<file path="config.mk">
export PLATFORM = sky130hd
export DESIGN_NAME = dmac_buffer_credit_alloc
export DESIGN_NICKNAME = d
export VERILOG_FILES = /design/src/rtl/dmac_buffer_pkg.sv /design/src/rtl/dmac_sat_ctr.sv /design/src/rtl/dmac_buffer_credit_alloc.sv
export SDC_FILE = /design/constraint.sdc
export NUM_CORES = 1
export LEC_CHECK = 0
export ABC_AREA = 1
export ABC_CLOCK_PERIOD_IN_PS = 4850
export BUFFER_PORTS_ARGS = -buffer_cell sky130_fd_sc_hd__buf_2
export CAP_MARGIN = 40
export CELL_PAD_IN_SITES_DETAIL_PLACEMENT = 0
export CELL_PAD_IN_SITES_GLOBAL_PLACEMENT = 2
export CORE_ASPECT_RATIO = 2
export CORE_MARGIN = 2
export CORE_UTILIZATION = 34
export CTS_BUF_LIST = sky130_fd_sc_hd__clkbuf_4 sky130_fd_sc_hd__clkbuf_8
export DETAILED_ROUTE_END_ITERATION = 6
export GPL_TIMING_DRIVEN = 0
export HOLD_SLACK_MARGIN = 0.12
export PLACE_DENSITY = 0.95
export RECOVER_POWER = 100
export REMOVE_ABC_BUFFERS = 1
export SLEW_MARGIN = 20
export SYNTH_ARGS = -nofsm -noshare
export SYNTH_HDL_FRONTEND = slang
export SYNTH_HIERARCHICAL = 1
export SYNTH_SLANG_ARGS = --single-unit
export TNS_END_PERCENT = 1
</file>
<file path="constraint.sdc">
create_clock -name clk -period 4.85 [get_ports clk]
set_clock_uncertainty 0.15 [all_clocks]
set_input_delay 0 -clock clk [delete_from_list [all_inputs] [get_ports clk]]
set_output_delay 0 -clock clk [all_outputs]
set_load 0.05 [all_outputs]
</file>
<file path="src/rtl/dmac_buffer_pkg.sv">
// Shared definitions for the DMAC buffer credit allocator.
//   dmac_credit_state_e : allocator FSM states
//   ERR_*               : bit positions inside the sticky err vector
package dmac_buffer_pkg;

    typedef enum logic [1:0] {
        ST_IDLE  = 2'd0,
        ST_WAIT  = 2'd1,
        ST_DRAIN = 2'd2
    } dmac_credit_state_e;

    localparam int ERR_OVERFLOW   = 0;  // credit overflow or burst_done with nothing in flight
    localparam int ERR_BAD_LEN    = 1;  // request length 0 or above MAX_BURST
    localparam int ERR_LEN_CHANGE = 2;  // req_len moved while a request was pending
    localparam int ERR_W          = 3;

endpackage

</file>
<file path="src/rtl/dmac_sat_ctr.sv">
// Saturating up-counter.
//   clk   : clock
//   rst_n : synchronous active-low reset, clears count
//   inc   : add one this cycle (ignored once count is all ones)
//   count : current value
module dmac_sat_ctr #(
    parameter int W = 16
) (
    input  logic         clk,
    input  logic         rst_n,
    input  logic         inc,
    output logic [W-1:0] count
);

    logic [W-1:0] count_reg;

    always_ff @(posedge clk) begin
        if (!rst_n) begin
            count_reg <= '0;
        end else if (inc && (count_reg != {W{1'b1}})) begin
            count_reg <= count_reg + 1'b1;
        end
    end

    assign count = count_reg;

endmodule

</file>
<file path="src/rtl/dmac_buffer_credit_alloc.sv">
// Producer-side free-space tracker for a DMAC data buffer. A burst request is
// granted only when the buffer can take the whole burst and fewer than
// MAX_OUTSTANDING bursts are in flight. Consumer releases return credits.
// A level drain_req stops granting and pulses drain_done once idle.
//   clk, rst_n          : clock, synchronous active-low reset
//   req_valid/req_len   : burst reservation request (length in elements)
//   req_ready           : grant, combinational on registered state and req_len
//   rel/rel_count       : consumer released rel_count elements
//   burst_done          : one granted burst has landed
//   drain_req/drain_done: teardown handshake (done is a 1-cycle pulse)
//   free, outstanding   : registered credit and in-flight counts
//   stall_cycles        : saturating count of req_valid & !req_ready cycles
//   err                 : sticky error flags, see ERR_* in dmac_buffer_pkg
module dmac_buffer_credit_alloc
    import dmac_buffer_pkg::*;
#(
    parameter int MAX_ELEMENTS    = 16,
    parameter int MAX_BURST       = 16,
    parameter int MAX_OUTSTANDING = 4,
    localparam int CW = $clog2(MAX_ELEMENTS + 1),
    localparam int OW = $clog2(MAX_OUTSTANDING + 1)
) (
    input  logic          clk,
    input  logic          rst_n,
    input  logic          req_valid,
    input  logic [CW-1:0] req_len,
    output logic          req_ready,
    input  logic          rel,
    input  logic [CW-1:0] rel_count,
    input  logic          burst_done,
    input  logic          drain_req,
    output logic          drain_done,
    output logic [CW-1:0] free,
    output logic [OW-1:0] outstanding,
    output logic [15:0]   stall_cycles,
    output logic [2:0]    err
);

    dmac_credit_state_e state_reg;
    logic [CW-1:0]      free_reg, free_next;
    logic [OW-1:0]      outstanding_reg, outstanding_next;
    logic [CW-1:0]      len_cap_reg;
    logic               drain_done_reg;
    logic [ERR_W-1:0]   err_reg, err_set;

    logic               bad_len, fire, legal_fire;
    logic               ost_inc, ost_dec, spurious_done;
    logic               overflow, quiescent;
    logic [CW:0]        free_sum;

    assign bad_len    = (req_len == '0) || (req_len > CW'(MAX_BURST));
    assign req_ready  = (state_reg != ST_DRAIN)
                      && (outstanding_reg < OW'(MAX_OUTSTANDING))
                      && (bad_len || (req_len <= free_reg));
    assign fire       = req_valid && req_ready;
    // Bad-length requests are acknowledged so the requester cannot hang,
    // but they reserve nothing and do not count as in flight.
    assign legal_fire = fire && !bad_len;

    // One extra bit so an over-release is seen instead of wrapping. A legal
    // fire never exceeds free, so the subtraction cannot underflow.
    assign free_sum = {1'b0, free_reg}
                    - (legal_fire ? {1'b0, req_len} : {(CW+1){1'b0}})
                    + (rel ? {1'b0, rel_count} : {(CW+1){1'b0}});
    assign overflow  = free_sum > (CW+1)'(MAX_ELEMENTS);
    assign free_next = overflow ? CW'(MAX_ELEMENTS) : free_sum[CW-1:0];

    assign ost_inc       = legal_fire;
    assign spurious_done = burst_done && (outstanding_reg == '0);
    assign ost_dec       = burst_done && !spurious_done;

    always_comb begin
        outstanding_next = outstanding_reg;
        if (ost_inc && !ost_dec) begin
            outstanding_next = outstanding_reg + 1'b1;
        end else if (!ost_inc && ost_dec) begin
            outstanding_next = outstanding_reg - 1'b1;
        end
    end

    // Drain completes only when nothing is in flight and no credit
    // movement is happening in the same cycle.
    assign quiescent = (free_reg == CW'(MAX_ELEMENTS)) && (outstanding_reg == '0)
                     && !rel && !burst_done;

    always_comb begin
        err_set                 = '0;
        err_set[ERR_OVERFLOW]   = overflow || spurious_done;
        err_set[ERR_BAD_LEN]    = fire && bad_len;
        err_set[ERR_LEN_CHANGE] = (state_reg == ST_WAIT) && (req_len != len_cap_reg);
    end

    always_ff @(posedge clk) begin
        if (!rst_n) begin
            free_reg        <= CW'(MAX_ELEMENTS);
            outstanding_reg <= '0;
        end else begin
            free_reg        <= free_next;
            outstanding_reg <= outstanding_next;
        end
    end

    genvar gi;
    generate
        for (gi = 0; gi < ERR_W; gi++) begin : g_err
            always_ff @(posedge clk) begin
                if (!rst_n) begin
                    err_reg[gi] <= 1'b0;
                end else if (err_set[gi]) begin
                    err_reg[gi] <= 1'b1;
                end
            end
        end
    endgenerate

    always_ff @(posedge clk) begin
        if (!rst_n) begin
            state_reg      <= ST_IDLE;
            len_cap_reg    <= '0;
            drain_done_reg <= 1'b0;
        end else begin
            drain_done_reg <= 1'b0;
            case (state_reg)
                ST_IDLE: begin
                    if (drain_req) begin
                        state_reg <= ST_DRAIN;
                    end else if (req_valid && !req_ready) begin
                        state_reg   <= ST_WAIT;
                        len_cap_reg <= req_len;
                    end
                end
                ST_WAIT: begin
                    if (drain_req) begin
                        state_reg <= ST_DRAIN;
                    end else if (fire) begin
                        state_reg <= ST_IDLE;
                    end
                end
                ST_DRAIN: begin
                    if (quiescent) begin
                        drain_done_reg <= 1'b1;
                        state_reg      <= ST_IDLE;
                    end else if (!drain_req) begin
                        state_reg <= ST_IDLE;
                    end
                end
                default: state_reg <= ST_IDLE;
            endcase
        end
    end

    dmac_sat_ctr #(.W(16)) u_stall_ctr (
        .clk   (clk),
        .rst_n (rst_n),
        .inc   (req_valid && !req_ready),
        .count (stall_cycles)
    );

    assign free        = free_reg;
    assign outstanding = outstanding_reg;
    assign drain_done  = drain_done_reg;
    assign err         = err_reg;

endmodule
</file>
After elaboration in Yosys (flattened, before gate mapping)
Cells that the tools add are included.
Word-level totals
  input bits: 16
  logic and storage cells: 74
  bits in registers: 35
  output and inout port bits: 29
Operators by class
  muxes and demuxes: 12
  add/subtract/negate cells: 5
  order comparisons: 4
  reduce and logical (&&, ||, !) cells: 33
  bitwise operators: 2
  equality and inequality tests: 9
Operators with widths (count)
  adder 16 x 1 -> 16 bit (second input constant): 1
  inequality test 16 bit (second input constant): 1
  logical AND 1 bit: 15
  2-to-1 mux 2 bit: 6
  2-to-1 mux 5 bit: 2
  logical NOT 1 bit: 7
  adder 6 x 5 -> 6 bit: 1
  > comparator 6 x 5 -> 1 bit (second input constant): 1
  2-to-1 mux 3 bit: 2
  inequality test 3 bit (second input constant): 2
  one-hot mux 2 bit (3 select lines): 1
  AND reduction 3 bit: 2
  subtractor 5 x 5 -> 6 bit: 1
  equality test 5 bit (second input constant): 1
  > comparator 5 bit (second input constant): 1
  <= comparator 5 bit: 1
  logical NOT 5 bit: 1
  inequality test 5 bit: 1
  adder 3 x 1 -> 3 bit (second input constant): 1
  logical NOT 3 bit: 1
  logical OR 1 bit: 3
  < comparator 3 bit (second input constant): 1
  inequality test 3 x 2 -> 1 bit (second input constant): 1
  subtractor 3 x 1 -> 3 bit (second input constant): 1
  other kinds (9): 10

Depth between registers and ports, before layout
  depth in word-level cells: 11
  gate-level depth with buffers: 24
  mapped depth without buffers: 24

Cells and area by module
Netlist, hierarchy kept.
By module, submodules not included
  dmac_buffer_credit_alloc: area each 1482.7 um^2, times used 1, cells each 210
  dmac_sat_ctr: area each 996.0 um^2, times used 1, cells each 149

Worst setup path before layout
Ideal clock, no wire load.
  path kind: reg-to-reg
  start: register free_reg[4] (netlist: free[4])
  end: register free_reg[3] (netlist: free[3])
  buffers on the path: 0
  data arrival time: 3.345 ns
  required time: 4.581 ns
  cell stages (with the launch flop): 18
  setup slack: 1.235 ns
  period minus slack after synthesis: 3.615 ns
  cell sequence: dfxtp_1 -> inv_1 -> ha_1 -> nand2_1 -> nor2_1 -> nand2_1 -> nand3_4 -> nand3_1 -> inv_1 -> nand2_2 -> nor2_1 -> fa_1 -> fa_1 -> o21ai_2 -> xor2_1 -> nand2_1 -> nand3_2 -> nor2_1
Between the ends
  longest elaborated chain between the ends: 10
RTL lines
  start: declaration: RTL line dmac_buffer_credit_alloc.sv:40  | logic [CW-1:0] free_reg, free_next;
  start signal: assignment: RTL line dmac_buffer_credit_alloc.sv:95  | free_reg <= CW'(MAX_ELEMENTS);
  start signal: assignment: RTL line dmac_buffer_credit_alloc.sv:98  | free_reg <= free_next;
  <= comparator 5 bit: RTL line dmac_buffer_credit_alloc.sv:54  | && (bad_len || (req_len <= free_reg));
  logical OR 1 bit: RTL line dmac_buffer_credit_alloc.sv:54
  logical AND 1 bit: RTL line dmac_buffer_credit_alloc.sv:54
  logical AND 1 bit: RTL line dmac_buffer_credit_alloc.sv:55  | assign fire = req_valid && req_ready;
  logical AND 1 bit: RTL line dmac_buffer_credit_alloc.sv:58  | assign legal_fire = fire && !bad_len;
  2-to-1 mux 5 bit: RTL line dmac_buffer_credit_alloc.sv:63  | - (legal_fire ? {1'b0, req_len} : {(CW+1){1'b0}})
  subtractor 5 x 5 -> 6 bit *: RTL line dmac_buffer_credit_alloc.sv:63
  adder 6 x 5 -> 6 bit *: RTL line dmac_buffer_credit_alloc.sv:64  | + (rel ? {1'b0, rel_count} : {(CW+1){1'b0}});
  > comparator 6 x 5 -> 1 bit: RTL line dmac_buffer_credit_alloc.sv:65  | assign overflow = free_sum > (CW+1)'(MAX_ELEMENTS);
  OR reduction 2 bit (no source line)
Every way passes the cells marked *; elsewhere a longest branch is shown, timed or not.
A chain may end at the register's enable or synchronous reset.

Worst setup path after layout
  start: register free_reg[2] (netlist: free[2])
  end: register free_reg[1] (netlist: free[1])
Same word-level chain as after synthesis.

==> run metrics <==
RSZ-0062 raised after global routing no; CP Data Arrival Time 3690 ps; final number of hold-violating endpoints 0; number of H-tree branching levels 2; layout cells sized above 1 10.5%; endpoint kind of the worst setup timing path flip-flop; Worst path top cell family by delay simple AND/OR/NAND/NOR gates; element type at the critical path start flip-flop; combined buffer and inverter count along the critical path 3; first-iteration detailed-routing DRC count 88; DR WL/cell 11.0 um; number of synthesized register bits 35; number of cells on the worst hold path 8; maximum fanout encountered on the critical timing path 5; clock period minus final worst setup slack 3610 ps; final estimated routing congestion in global placement 0.830; Synth Flop Type sky130_fd_sc_hd__dfxtp_1; # fillers 813; number of antenna violations at the first check in global routing 0; met1 routing resource usage after global routing 20.7%; Netlist cell types 35; DRC violations left 0; top cells by count, synth 81 x sky130_fd_sc_hd__nand2_1, 59 x sky130_fd_sc_hd__inv_1, 58 x sky130_fd_sc_hd__nor2_1; Die Y 125 um; number of global-route vias before repair 2,032; Cell Area, Synth 2480 um2; HPWL reported at the end of detailed placement 4.40 mm; all-layer global routing usage 14.9%; nets 453; flip-flop count of the largest register, all copies and words added 16; compound-cell area share of the yosys netlist 6.31%; slowest stage cell, crit path sky130_fd_sc_hd__fa_1; max_cap viols 0; Post-synth EDFFs 0; Synth-to-Final Area Change 17.6%; slew at the pin closest to its max-slew limit 631 ps; total area of sequential cells 701 um2; count leader, synth sky130_fd_sc_hd__nand2_1; fraction of the mapped netlist area in simple logic gates 41.3%; clock latency reported for the late side of the worst-skew pair 300 ps; cell seen most often among critical-path stages sky130_fd_sc_hd__nand2_1; Max rail drop VDD 0.303 mV; multiplexer area fraction after synthesis 0%; post-synthesis cell type with the largest combined area sky130_fd_sc_hd__dfxtp_1; CTS buffer count 5; longest individual stage delay on the worst path 500 ps; area enclosed by the die boundary 8030 um2; sum of overflow across all layers after global routing 0; total power divided by cell area 422 nW/um2; routing layer with the top usage in global route met2; worst r2r path cells 21; 1st-pass router iterations 4; via/cell ratio 4.48; clock tree from TritonCTS done; post-route ant nets 0; depth of the critical timing path with buffers and inverters included 21; async set or reset register ratio after synthesis 0%; portion of synthesized cell area occupied by the leading cell type 28.3%; first-pass GRT wire length 9.44 mm; initial core utilization 34.6%; post-CTS clock slew at the launch and capture registers of the worst setup and hold paths 70 ps; Area after DPL 2760 um2; syn_area_per_cell 6.90 um2; total setup violations reported at the end of the flow 0; post-detailed-routing wire length 5.60 mm; met2 Usage GRT 22.4%; root buffer cell sky130_fd_sc_hd__clkbuf_8; Synth Area in Adders 11.4%; Synth Instances 359; area of all placed cells without fillers 2920 um2; largest family of logic cells by synthesized area simple AND/OR/NAND/NOR gates; Lkg Pwr 1.39 nW; multi-input logic area 1440 um2; main area contributors after synthesis sky130_fd_sc_hd__dfxtp_1 28%, sky130_fd_sc_hd__nand2_1 12%, sky130_fd_sc_hd__inv_1 8.9%; global-route track usage on met3 3.07%; Antenna Diode Count 0; headroom to the max-slew limit 57.7%; sequential cell area fraction in the yosys report 28.3%; top-level I/O count 45; post-route clock period utilization 74.4%; # port buffers 44; Min-Delay Path Class in2reg; Worst Path Class, Setup reg2reg; Pins Over Slew Limit 0; final sum of negative setup slack 0 ps; Placement Rows 44; number of buffers on the longest clock path 2; post-CTS setup buffers 0; clock sink total 35; area share of xor/xnor cells in the synthesized design 1.41%; largest net degree at the start of global routing 29; maximum achievable frequency 0.277 GHz; Synthesis Warnings 6; number of vias after detailed routing 2,288; Placeable Area 7160 um2; die extent in x 64.4 um; outcome completed; Req. time, crit path 4930 ps; cells along the critical path inv_1 -> ha_1 -> nand2_1 -> nor2_1 -> nand2_1 -> nand3_1 -> nand3_4 -> nand3_1 -> inv_1 -> nand2_1 -> nor2_1 -> fa_1 -> inv_1 -> ha_1 -> a21oi_2 -> nand2_1 -> xnor2_1 -> nand2_1 -> nand2_1 -> nand3_1 -> nor2_1
==> kinds of logic after synthesis <==
| group | Yosys count |
|---|---|
| and+or+nand+nor | 207 |
| xor gates and xnor gates | 4 |
| adders and majority gates | 19 |
| AOI/OAI and AO/OA | 28 |
| buffers and inverters | 66 |
| DFF | 35 |
==> layout by cell type (no fill, tap or decap), types with 10 or more instances in the layout <==
cell,instances
sky130_fd_sc_hd__ha_1,13
sky130_fd_sc_hd__nor2_1,66
sky130_fd_sc_hd__a21oi_1,16
sky130_fd_sc_hd__buf_2,14
sky130_fd_sc_hd__dlygate4sd3_1,13
sky130_fd_sc_hd__nand4_1,10
sky130_fd_sc_hd__clkbuf_1,30
sky130_fd_sc_hd__dfxtp_1,35
sky130_fd_sc_hd__nand3_1,22
sky130_fd_sc_hd__nand2_1,83
sky130_fd_sc_hd__inv_1,60
==> worst reg2reg max path, cell delays in order (launching register included) <==
cell and delay (ps):
sky130_fd_sc_hd__dfxtp_1 390, sky130_fd_sc_hd__inv_1 100, sky130_fd_sc_hd__ha_1 300, sky130_fd_sc_hd__nand2_1 50, sky130_fd_sc_hd__nor2_1 110, sky130_fd_sc_hd__nand2_1 70, sky130_fd_sc_hd__nand3_1 100, sky130_fd_sc_hd__nand3_4 70
sky130_fd_sc_hd__nand3_1 90, sky130_fd_sc_hd__inv_1 60, sky130_fd_sc_hd__nand2_1 160, sky130_fd_sc_hd__nor2_1 90, sky130_fd_sc_hd__fa_1 500, sky130_fd_sc_hd__inv_1 50, sky130_fd_sc_hd__ha_1 360, sky130_fd_sc_hd__a21oi_2 160
sky130_fd_sc_hd__nand2_1 70, sky130_fd_sc_hd__xnor2_1 200, sky130_fd_sc_hd__nand2_1 80, sky130_fd_sc_hd__nand2_1 100, sky130_fd_sc_hd__nand3_1 150, sky130_fd_sc_hd__nor2_1 140
==> what timing repair did <==
item                                   CTS  global route
gates resized for setup                  0             0
endpoints found under the hold margin   35             0
hold buffers                            13             0
==> per-layer routing <==
| layer | up-vias | routed length (um) |
|---|---|---|
| li1 | 1238 | - |
| met1 | 1006 | 2680 |
| met2 | 38 | 2620 |
| met3 | 6 | 201 |
| met4 | 0 | 103 |
| met5 | - | 0 |
==> worst paths after layout <==
check | start | end | slack (ps)
setup / recovery | free[2]$_SDFF_PP0_ | free[1]$_SDFF_PP0_ | 1240
setup reg to reg | free[2]$_SDFF_PP0_ | free[1]$_SDFF_PP0_ | 1240
hold / removal | rel_count[4] | free[4]$_SDFF_PP1_ | 150
hold reg to reg | err[1]$_SDFFE_PN0P_ | err[1]$_SDFFE_PN0P_ | 300
==> stage by stage <==
stage | worst slack (ps) | hold WS [ps] | utilization [%] | instances | power, mW
final | 1240 | 146 | 40.7 | 511 | 1.23
after global routing | 831 | 191 | 40.7 | 511 | 1.34
after CTS | 1270 | 141 | 42.1 | 511 | 1.28
after detailed placement | 1300 | 174 | 38.6 | 490 | 0.982
after global placement | 1310 | 160 | 38.6 | 490 | 0.982
after floorplan | 1240 | -56.3 | - | 354 | 0.853
==> layout make-up <==
class / instances / area share, %
clock buffer: 6 / 2.83
clock inverter: 2 / 1.20
inverter: 61 / 7.85
multi-input combinational: 258 / 49.4
sequential: 35 / 24.0
tap: 92 / 3.95
timing repair buffer: 57 / 10.7
==> power by group <==
part | switching, mW | leakage, nW | internal [mW]
registers | 0.0382 | 0.285 | 0.328
logic | 0.398 | 1.04 | 0.187
clock network | 0.111 | 0.0612 | 0.166
Power figures use the tool's default switching activity.
